==> config.mk <==
export PLATFORM = sky130hd
export DESIGN_NAME = peak_sorter
export DESIGN_NICKNAME = d
export VERILOG_FILES = /design/src/rtl/peak_sorter.sv
export SDC_FILE = /design/constraint.sdc
export NUM_CORES = 1
export LEC_CHECK = 0
export ABC_AREA = 1
export CAP_MARGIN = 0
export CORE_MARGIN = 8
export CORE_UTILIZATION = 35
export DETAILED_ROUTE_END_ITERATION = 12
export HOLD_SLACK_MARGIN = 0.06
export PLACE_DENSITY_LB_ADDON = 0.05
export SYNTH_ARGS = -nofsm -noshare
export SYNTH_HDL_FRONTEND = slang
export SYNTH_SLANG_ARGS = --single-unit
export TNS_END_PERCENT = 30
==> constraint.sdc <==
create_clock -name clk -period 8.75 [get_ports clk]
set_clock_uncertainty 0.2 [all_clocks]
set_input_delay 1.3125 -clock clk [delete_from_list [all_inputs] [get_ports clk]]
set_output_delay 1.3125 -clock clk [all_outputs]
set_load 0.1 [all_outputs]
==> src/rtl/peak_sorter.sv <==
// Keeps the three strongest distinct code-phase peaks from the accumulator maximum stream,
// merging adjacent phases, and posts one detect verdict against noise_floor x threshold.
module peak_sorter #(
  parameter int PEAK_NUM = 3,
  parameter int POS_W    = 10
) (
  input  logic             clk,
  input  logic             rst,
  input  logic             clear,
  input  logic             in_valid,
  input  logic [7:0]       in_amp,
  input  logic [3:0]       in_exp,
  input  logic [POS_W-1:0] in_pos,
  input  logic [2:0]       in_freq,
  input  logic [17:0]      noise_floor,
  input  logic [7:0]       threshold,
  input  logic             search_done,
  output logic [7:0]       peak_amp0,
  output logic [7:0]       peak_amp1,
  output logic [7:0]       peak_amp2,
  output logic [3:0]       peak_exp0,
  output logic [3:0]       peak_exp1,
  output logic [3:0]       peak_exp2,
  output logic [POS_W-1:0] peak_pos0,
  output logic [POS_W-1:0] peak_pos1,
  output logic [POS_W-1:0] peak_pos2,
  output logic [2:0]       peak_frq0,
  output logic [2:0]       peak_frq1,
  output logic [2:0]       peak_frq2,
  output logic [1:0]       peak_cnt,
  output logic             result_valid,
  output logic             detected,
  output logic             busy
);

  typedef struct packed {
    logic             vld;
    logic [22:0]      norm;
    logic [7:0]       amp;
    logic [3:0]       exp;
    logic [POS_W-1:0] pos;
    logic [2:0]       frq;
  } ent_t;

  typedef enum logic [1:0] {IDLE, COLLECT, DRAIN, DECIDE} state_t;

  localparam logic [POS_W:0] ONE = (POS_W+1)'(1);

  state_t                   state_q, state_d;
  ent_t                     s0_q, s0_d;
  ent_t [PEAK_NUM-1:0]      lst_q, lst_d;
  logic [3:0]               nf_exp_q, nf_exp_d;
  logic                     det_q, det_d;
  logic                     rv_q, rv_d;

  logic                     accept;
  logic [PEAK_NUM-1:0]      adj;
  logic [1:0]               rank, hole;
  logic                     rank_ok, mrg, drop;
  logic [26:0]              lhs;
  logic [40:0]              nf_sh, rhs;

  always_ff @(posedge clk or posedge rst) begin
    if (rst) begin
      state_q  <= IDLE;
      s0_q     <= '0;
      lst_q    <= '0;
      nf_exp_q <= '0;
      det_q    <= 1'b0;
      rv_q     <= 1'b0;
    end else begin
      state_q  <= state_d;
      s0_q     <= s0_d;
      lst_q    <= lst_d;
      nf_exp_q <= nf_exp_d;
      det_q    <= det_d;
      rv_q     <= rv_d;
    end
  end

  always_comb begin
    state_d = state_q;
    if (clear) state_d = COLLECT;
    else begin
      case (state_q)
        COLLECT: if (search_done) state_d = DRAIN;
        DRAIN:   state_d = DECIDE;
        DECIDE:  state_d = IDLE;
        default: state_d = state_q;
      endcase
    end
  end

  // S0: register the honoured candidate with its normalised magnitude
  always_comb begin
    accept   = in_valid && (state_q == COLLECT) && !clear;
    s0_d     = '0;
    nf_exp_d = clear ? 4'd0 : nf_exp_q;
    if (accept) begin
      s0_d.vld  = 1'b1;
      s0_d.norm = 23'(in_amp) << in_exp;
      s0_d.amp  = in_amp;
      s0_d.exp  = in_exp;
      s0_d.pos  = in_pos;
      s0_d.frq  = in_freq;
      nf_exp_d  = in_exp;
    end
  end

  // S1: rank is the first slot the candidate beats; hole is the slot vacated by the shift
  // (the merged entry, or the last slot which falls off)
  always_comb begin
    adj     = '0;
    rank    = '0;
    rank_ok = 1'b0;
    hole    = 2'(PEAK_NUM-1);
    mrg     = 1'b0;
    for (int k = 0; k < PEAK_NUM; k++)
      adj[k] = lst_q[k].vld &&
               (({1'b0, s0_q.pos} == {1'b0, lst_q[k].pos}) ||
                ({1'b0, s0_q.pos} == {1'b0, lst_q[k].pos} + ONE) ||
                ({1'b0, lst_q[k].pos} == {1'b0, s0_q.pos} + ONE));
    for (int j = PEAK_NUM-1; j >= 0; j--) begin
      if (!lst_q[j].vld || (lst_q[j].norm < s0_q.norm)) begin
        rank    = 2'(j);
        rank_ok = 1'b1;
      end
      if (adj[j]) begin
        hole = 2'(j);
        mrg  = 1'b1;
      end
    end
    drop = !s0_q.vld || (mrg ? (s0_q.norm <= lst_q[hole].norm) : !rank_ok);

    lst_d = lst_q;
    if (clear) lst_d = '0;
    else if (!drop) begin
      for (int j = 0; j < PEAK_NUM; j++)
        if (j == int'(rank)) lst_d[j] = s0_q;
      for (int j = 1; j < PEAK_NUM; j++)
        if ((j > int'(rank)) && (j <= int'(hole))) lst_d[j] = lst_q[j-1];
    end
  end

  always_comb begin
    lhs   = {lst_q[0].norm, 4'b0000};
    nf_sh = 41'(noise_floor) << nf_exp_q;
    rhs   = nf_sh * {33'b0, threshold};
    rv_d  = (state_q == DECIDE) && !clear;
    det_d = det_q;
    if (clear) det_d = 1'b0;
    else if (state_q == DECIDE) det_d = lst_q[0].vld && ({14'b0, lhs} >= rhs);
  end

  assign peak_amp0    = lst_q[0].amp;
  assign peak_amp1    = lst_q[1].amp;
  assign peak_amp2    = lst_q[2].amp;
  assign peak_exp0    = lst_q[0].exp;
  assign peak_exp1    = lst_q[1].exp;
  assign peak_exp2    = lst_q[2].exp;
  assign peak_pos0    = lst_q[0].pos;
  assign peak_pos1    = lst_q[1].pos;
  assign peak_pos2    = lst_q[2].pos;
  assign peak_frq0    = lst_q[0].frq;
  assign peak_frq1    = lst_q[1].frq;
  assign peak_frq2    = lst_q[2].frq;
  assign peak_cnt     = {1'b0, lst_q[0].vld} + {1'b0, lst_q[1].vld} + {1'b0, lst_q[2].vld};
  assign result_valid = rv_q;
  assign detected     = det_q;
  assign busy         = (state_q != IDLE);

endmodule

==> impl_metrics.tcl, run 1 <==
set metrics [dict create \
    fin_crit_sh_pct 92.2 \
    gp_congestion 0.889 \
    async_reset_ff_share_pct 100 \
    io_pins 136 \
    synth_edf_count 0 \
    drive_gt1_share_pct 4.38 \
    post-cts-setup-buffer-count 0 \
    leakage_nw 13.9 \
    p_comb_share_pct 70.2 \
    clk_path_buf_depth 3 \
    cts_tree "built" \
    core_area_um2 69700 \
    route.detailed.drc 0 \
    arrival_ns 8.37 \
    grt_pass1_vias 23305 \
    cts.sinks 204 \
    antenna_found_initial 4 \
    hp-class "reg2reg" \
    critPathKind "in2reg" \
    intPower_w 0.00364 \
    path_max_fanout 7 \
    post_drt_wl_per_cell_um 19.6 \
    p_switching_w 0.00417 \
    syn-cell-area_um2 24500 \
    slew_headroom_pct 27.2 \
    crit_family "simple AND/OR/NAND/NOR gates" \
    p_sw_share_pct 53.4 \
    vdd_ir_drop_max_uv 305 \
    syn2layout_area_growth_pct 11.2 \
    finalHoldViolations 0 \
    root_buffer "clkbuf_16" \
    grt_max_degree 133 \
    synth_seq_cells 204 \
    tightest_slew_ns 1.09 \
    grt_overflow 0 \
    whs_ns 0.266 \
    cpMostUsedCell "nand2_1" \
    grt_usage_pct 22.5 \
    path_clk_slew_ns 0.06 \
    clkPwrFrac_pct 15.9 \
    power.total_w 0.00781 \
    critPathLaunchType "input pin" \
    clk_latency_ns 0.56 \
    detail-route-antenna-nets 0 \
    drv_slew 0 \
    final_nets 4027 \
    syn-num-nets 4031 \
    worst_slack_ns 0.681 \
    max_cap_viol_count 0 \
    rrSetupSlack_ns 0.88 \
    synth_cell_types 50 \
    dp_slack_ns -0.118 \
    synth_flop_cell "dfrtp_1" \
    setup_viol 0 \
    slowest_delay_ns 0.58 \
    die_width_um 280 \
    crit_required_ns 9.05 \
    end_kind "register" \
    die-height_um 280 \
    post_synth.cell_area_avg_um2 6.78 \
    syn_inst 3611 \
    num_vias 23141 \
    synth_warnings 0 \
    path_buf_inv 4 \
    fin_crit_ns 8.07 \
    drt-vias-per-instance 5.07 \
    insertedDiodeCount 0 \
    first_pass_iters 5 \
    start_util_pct 35.1 \
    sequentialPowerShare_pct 13.9 \
    outcome "complete, no violations" \
    die-area_um2 78600 \
    cts_buffers 27 \
    critical_path.slowest_cell "fa_1" \
    rows 97 \
    drtIter0Drc 1637 \
    grt_pass1_wl_mm 140 \
    yosysSeqAreaShare_pct 20.9 \
    finalWirelength_mm 89.5 \
    max_freq_mhz 124 \
    portBuffers 135 \
    rsz0062_at_grt "false" \
    htreeDepth 1 \
    dp_hpwl_mm 68.7 \
    p_per_area_nw_per_um2 287 \
]
## power groups by stage
stage	Combinational (W)	Clock [W]	Sequential (W)
global route	0.00624	0.00131	0.00109
finish	0.00548	0.00124	0.00109
global placement	0.00547	0	0.00110
CTS	0.00551	0.00127	0.00109
floorplan	0.00391	0	0.00106
detailed placement	0.00546	0	0.00110
## cell usage in the layout (no fill, tap or decap), types with 10 or more instances in the layout
cell type | synthesis | routed
nand3_1 | 279 | 279
ha_1 | 177 | 177
o21ai_0 | 129 | 127
o21ai_1 | 17 | 19
dfrtp_1 | 204 | 203
fa_1 | 187 | 187
clkbuf_16 | 0 | 27
nor2_1 | 542 | 542
xnor2_1 | 23 | 23
nand4_1 | 23 | 23
a21oi_1 | 136 | 135
inv_2 | 10 | 11
xor2_1 | 24 | 24
o21bai_1 | 12 | 12
o221ai_1 | 15 | 15
or2_2 | 23 | 23
o22ai_1 | 19 | 19
clkdlybuf4s50_1 | 0 | 134
nand2_1 | 1035 | 1034
nor3_1 | 25 | 25
o21a_1 | 10 | 10
buf_4 | 89 | 49
inv_1 | 424 | 423
## stage by stage
| step | util (%) | TNS (ns) | instances | cell area [µm²] |
|---|---|---|---|---|
| 6_report | 39.1 | 0 | 4566 | 27200 |
| 5_1_grt | 39.1 | 0 | 4566 | 27200 |
| 4_1_cts | 39.1 | 0 | 4566 | 27200 |
| 3_5_place_dp | 37.7 | -0.118 | 4518 | 26200 |
| 3_3_place_gp | 37.7 | -0.185 | 4518 | 26200 |
| 2_1_floorplan | - | 0 | 3611 | 24500 |
## cell usage after synthesis, types with 7 or more instances
library cell  instances  area share [%]
inv_2                10            0.15
o21ai_1              17            0.35
clkbuf_1             76             1.2
nand3_1             279             5.7
buf_1                14            0.21
nor3_1               25            0.51
o21a_1               10            0.31
nand3b_1              7            0.21
a21oi_1             136             2.8
nand2_1            1035              16
fa_1                187              15
o22ai_1              19            0.49
xor2_1               24            0.86
o21ai_0             129             2.6
or2_2                23            0.59
o221ai_1             15            0.54
ha_1                177             9.0
buf_2                36            0.74
nand2_2               7            0.18
nand4_1              23            0.59
xnor2_1              23            0.82
inv_1               424             6.5
o21bai_1             12            0.37
a21o_1                9            0.28
buf_4                89             2.7
dfrtp_1             204              21
clkinv_1              8            0.12
nor2_1              542             8.3
## cell type report
class                           count  area (µm²)
Tap cell                          940        1180
Sequential cell                   204        5110
Clock buffer                       35         756
Timing Repair Buffer              187        1790
Multi-Input combinational cell   2745       16500
Fill cell                        7479       42400
Inverter                          442        1670
Clock inverter                     13         223
## worst register-to-register path, delay by kind of cell (launching register included)
family / cells / cell delay (ns)
AO/OA/AOI/OAI: 3 / 0.87
XOR/XNOR: 1 / 0.10
buffers and inverters: 4 / 0.56
AND/OR/NAND/NOR: 21 / 2.65
flip-flops: 1 / 0.62
adder cells (fa/ha/maj): 6 / 2.80
## flip-flops by register name, indices dropped and copies added (netlist names)
register	flops
peak_exp1	4
peak_amp1	8
result_valid	1
peak_frq2	3
peak_pos0	10
detected	1
lhs	23
peak_exp0	4
s0_q	49
peak_pos1	10
peak_frq1	3
peak_amp2	8
lst_q	49
nf_exp_q	4
peak_frq0	3
peak_pos2	10
state_q	2
peak_exp2	4
peak_amp0	8
## cells by family (layout without fill, tap and decap cells)
group	Yosys count	after routing	synth area share, %
buffers and inverters	662	677	11.8
and+or+nand+nor	1963	1963	32.7
AOI/OAI and AO/OA	365	365	8.31
adders and majority gates	364	364	24.3
muxes	5	5	0.205
DFF	204	204	20.9
xor gates and xnor gates	48	48	1.75
## metal layers
layer / global-route usage [%] / vias to the layer above / wire length [µm] / part of all wire (%)
met5: 0 / - / 0 / 0
met4: 5.85 / 0 / 2410 / 2.7
met3: 2.23 / 102 / 4410 / 4.9
met2: 36.1 / 578 / 39600 / 44
met1: 32.1 / 11224 / 43100 / 48
li1: - / 11237 / - / -
## final timing paths
check / startpoint / end / depth (start not counted)
setup reg to reg: nf_exp_q[1] / detected / 35
hold / removal: peak_amp2[2] / peak_amp2[2] / 2
setup / recovery: noise_floor[8] / detected / 38
hold reg to reg: peak_amp2[2] / peak_amp2[2] / 2
max in group asynchronous: rst / peak_pos2[6] / 3
min in group asynchronous: rst / peak_amp0[1] / 2
## repair_timing
item | in CTS | in global routing
resized for setup | 0 | 5
hold buffers | 0 | 0
endpoints found under the setup margin | 0 | 1
endpoints found under the hold margin | 0 | 0
(Power assumes the default switching activity.)
==> run 2, diff against run 1 <==
CELL_PAD_IN_SITES_DETAIL_PLACEMENT = 1   (was default)
CELL_PAD_IN_SITES_GLOBAL_PLACEMENT = 2   (was default)
==> run 2 against run 1 <==
  * Utilization down 0.061 points
  * Total power grew 0.88%
  * Global-route usage rose by 1.4 points
  * Wire length up 5.9%
  * Fmax shrank 3.5%
  * Clock power is 3% higher
  * Critical endpoint unchanged
  * First-iteration DRC count fell by 31%
==> impl_metrics.tcl, run 2 (synthesized netlist as in run 1, its figures left out) <==
set metrics [dict create \
    outcome "complete, no violations" \
    max_freq_mhz 120 \
    rr_startpoint "nf_exp_q[1]" \
    max_cap_viol_count 0 \
    end_kind "register" \
    grt_max_degree 106 \
    post_drt_wl_per_cell_um 20.8 \
    clk_latency_ns 0.61 \
    fin_crit_sh_pct 95.6 \
    cts_buffers 28 \
    portBuffers 135 \
    crit_required_ns 9.04 \
    path_max_fanout 7 \
    grt_usage_pct 23.9 \
    p_per_area_nw_per_um2 290 \
    grt_pass1_wl_mm 149 \
    tightest_slew_ns 1.11 \
    finalHoldViolations 0 \
    cts_hold_buf 0 \
    drive_gt1_share_pct 4.33 \
    dp_hpwl_mm 72.4 \
    finalWirelength_mm 94.8 \
    die-area_um2 78600 \
    leakage_nw 13.9 \
    dpl_cell_area_um2 26200 \
    hp-start "peak_exp2[1]" \
    clkPwrFrac_pct 16.2 \
    ctsResizeCount 0 \
    p_comb_share_pct 70.0 \
    start_util_pct 35.1 \
    die_width_um 280 \
    finalInstanceArea_um2 27200 \
    mostFrequentLayoutCells "nand2_1 (1,034), nor2_1 (542), inv_1 (423), nand3_1 (279), dfrtp_1 (203)" \
    p_sw_share_pct 53.4 \
    detail-route-antenna-nets 0 \
    stdcell_count 4563 \
    drt-vias-per-instance 5.18 \
    drtIter0Drc 1128 \
    setup_viol 0 \
    die-height_um 280 \
    sequentialPowerShare_pct 13.8 \
    htreeDepth 1 \
    gp_congestion 0.885 \
    critical_path.slowest_cell "fa_1" \
    slowest_delay_ns 0.61 \
    clk_path_buf_depth 3 \
    syn2layout_area_growth_pct 11.1 \
    hp-class "reg2reg" \
    route.detailed.drc 0 \
    critPathLaunchType "input pin" \
    worst-r2r-cell-count 35 \
    first_pass_iters 5 \
    rsz0062_at_grt "false" \
    crit_path_start "noise_floor[3]" \
    vdd_ir_drop_max_uv 261 \
    grt_overflow 0 \
    worst_r2r_endpoint "detected" \
    drv_slew 0 \
    min_to "peak_exp2[1]" \
    hold_path_depth 2 \
    path_clk_slew_ns 0.06 \
    post-cts-setup-buffer-count 0 \
    rrSetupSlack_ns 0.53 \
    cpMostUsedCell "nand2_1" \
    antenna_found_initial 1 \
    io_pins 136 \
    dp.cells 4512 \
    insertedDiodeCount 0 \
    arrival_ns 8.65 \
    slew_headroom_pct 26.1 \
    final_nets 4022 \
    setup_tns_ns 0 \
    fin_crit_ns 8.36 \
    num_vias 23645 \
    grt_pass1_vias 25323 \
    cts_tree "built" \
    core_area_um2 69700 \
    cts.sinks 204 \
    p_switching_w 0.00421 \
    intPower_w 0.00368 \
    final_common_cell "nand2_1" \
    root_buffer "clkbuf_16" \
    power.total_w 0.00788 \
    critPathKind "in2reg" \
    rows 97 \
]
==> run 2: changes by cell type in the layout (fill, tap and decap cells not counted), moves of 2 or more <==
| cell | delta |
|---|---|
| buf_12 | -3 |
| buf_4 | -3 |
| clkinvlp_4 | +3 |
| o21ai_1 | -3 |
| clkbuf_1 | -2 |
| clkinv_2 | +2 |
| o21ai_0 | +2 |
==> run 2: layer usage <==
layer	vias to the layer above	wire [µm]	GRT usage, %
li1	11222	-	-
met1	11852	43900	31.9
met2	459	45300	41.4
met3	112	2940	1.80
met4	0	2620	6.67
met5	-	0	0
==> run 2: power by group through the flow <==
stage	Clock (W)	Sequential, W	Combinational, W
2_1_floorplan	0	0.00106	0.00391
3_3_place_gp	0	0.00110	0.00540
3_5_place_dp	0	0.00110	0.00554
4_1_cts	0.00131	0.00109	0.00558
5_1_grt	0.00134	0.00110	0.00625
6_report	0.00128	0.00109	0.00552
==> run 2: area by class of cell <==
| cell class | instances | area, µm² |
|---|---|---|
| Clock buffer | 34 | 773 |
| Clock inverter | 17 | 250 |
| Fill cell | 8894 | 42500 |
| Inverter | 442 | 1670 |
| Multi-Input combinational cell | 2745 | 16500 |
| Sequential cell | 204 | 5110 |
| Tap cell | 940 | 1180 |
| Timing Repair Buffer | 181 | 1710 |
==> run 2: worst max-delay path: cells and delay by family <==
kind            cells  cell delay (ns)
buf+inv             4             0.59
fa+ha+maj           6             2.76
simple gates       23             2.87
xor+xnor            1             0.26
compound gates      3             0.80
==> run 2: worst max path at each step <==
stage	end	slack, ns
3_5_place_dp	detected	-0.11
3_3_place_gp	detected	0.01
6_report	detected	0.39
5_1_grt	detected	0.009
2_1_floorplan	detected	1.42
4_1_cts	detected	0.43
==> run 2: through the flow <==
stage	hold WS [ns]	setup slack [ns]	util, %
2_1_floorplan	0.243	1.42	-
3_3_place_gp	0.256	0.0108	37.5
3_5_place_dp	0.259	-0.107	37.5
4_1_cts	0.274	0.427	39.0
5_1_grt	0.293	0.00898	39.0
6_report	0.267	0.388	39.0
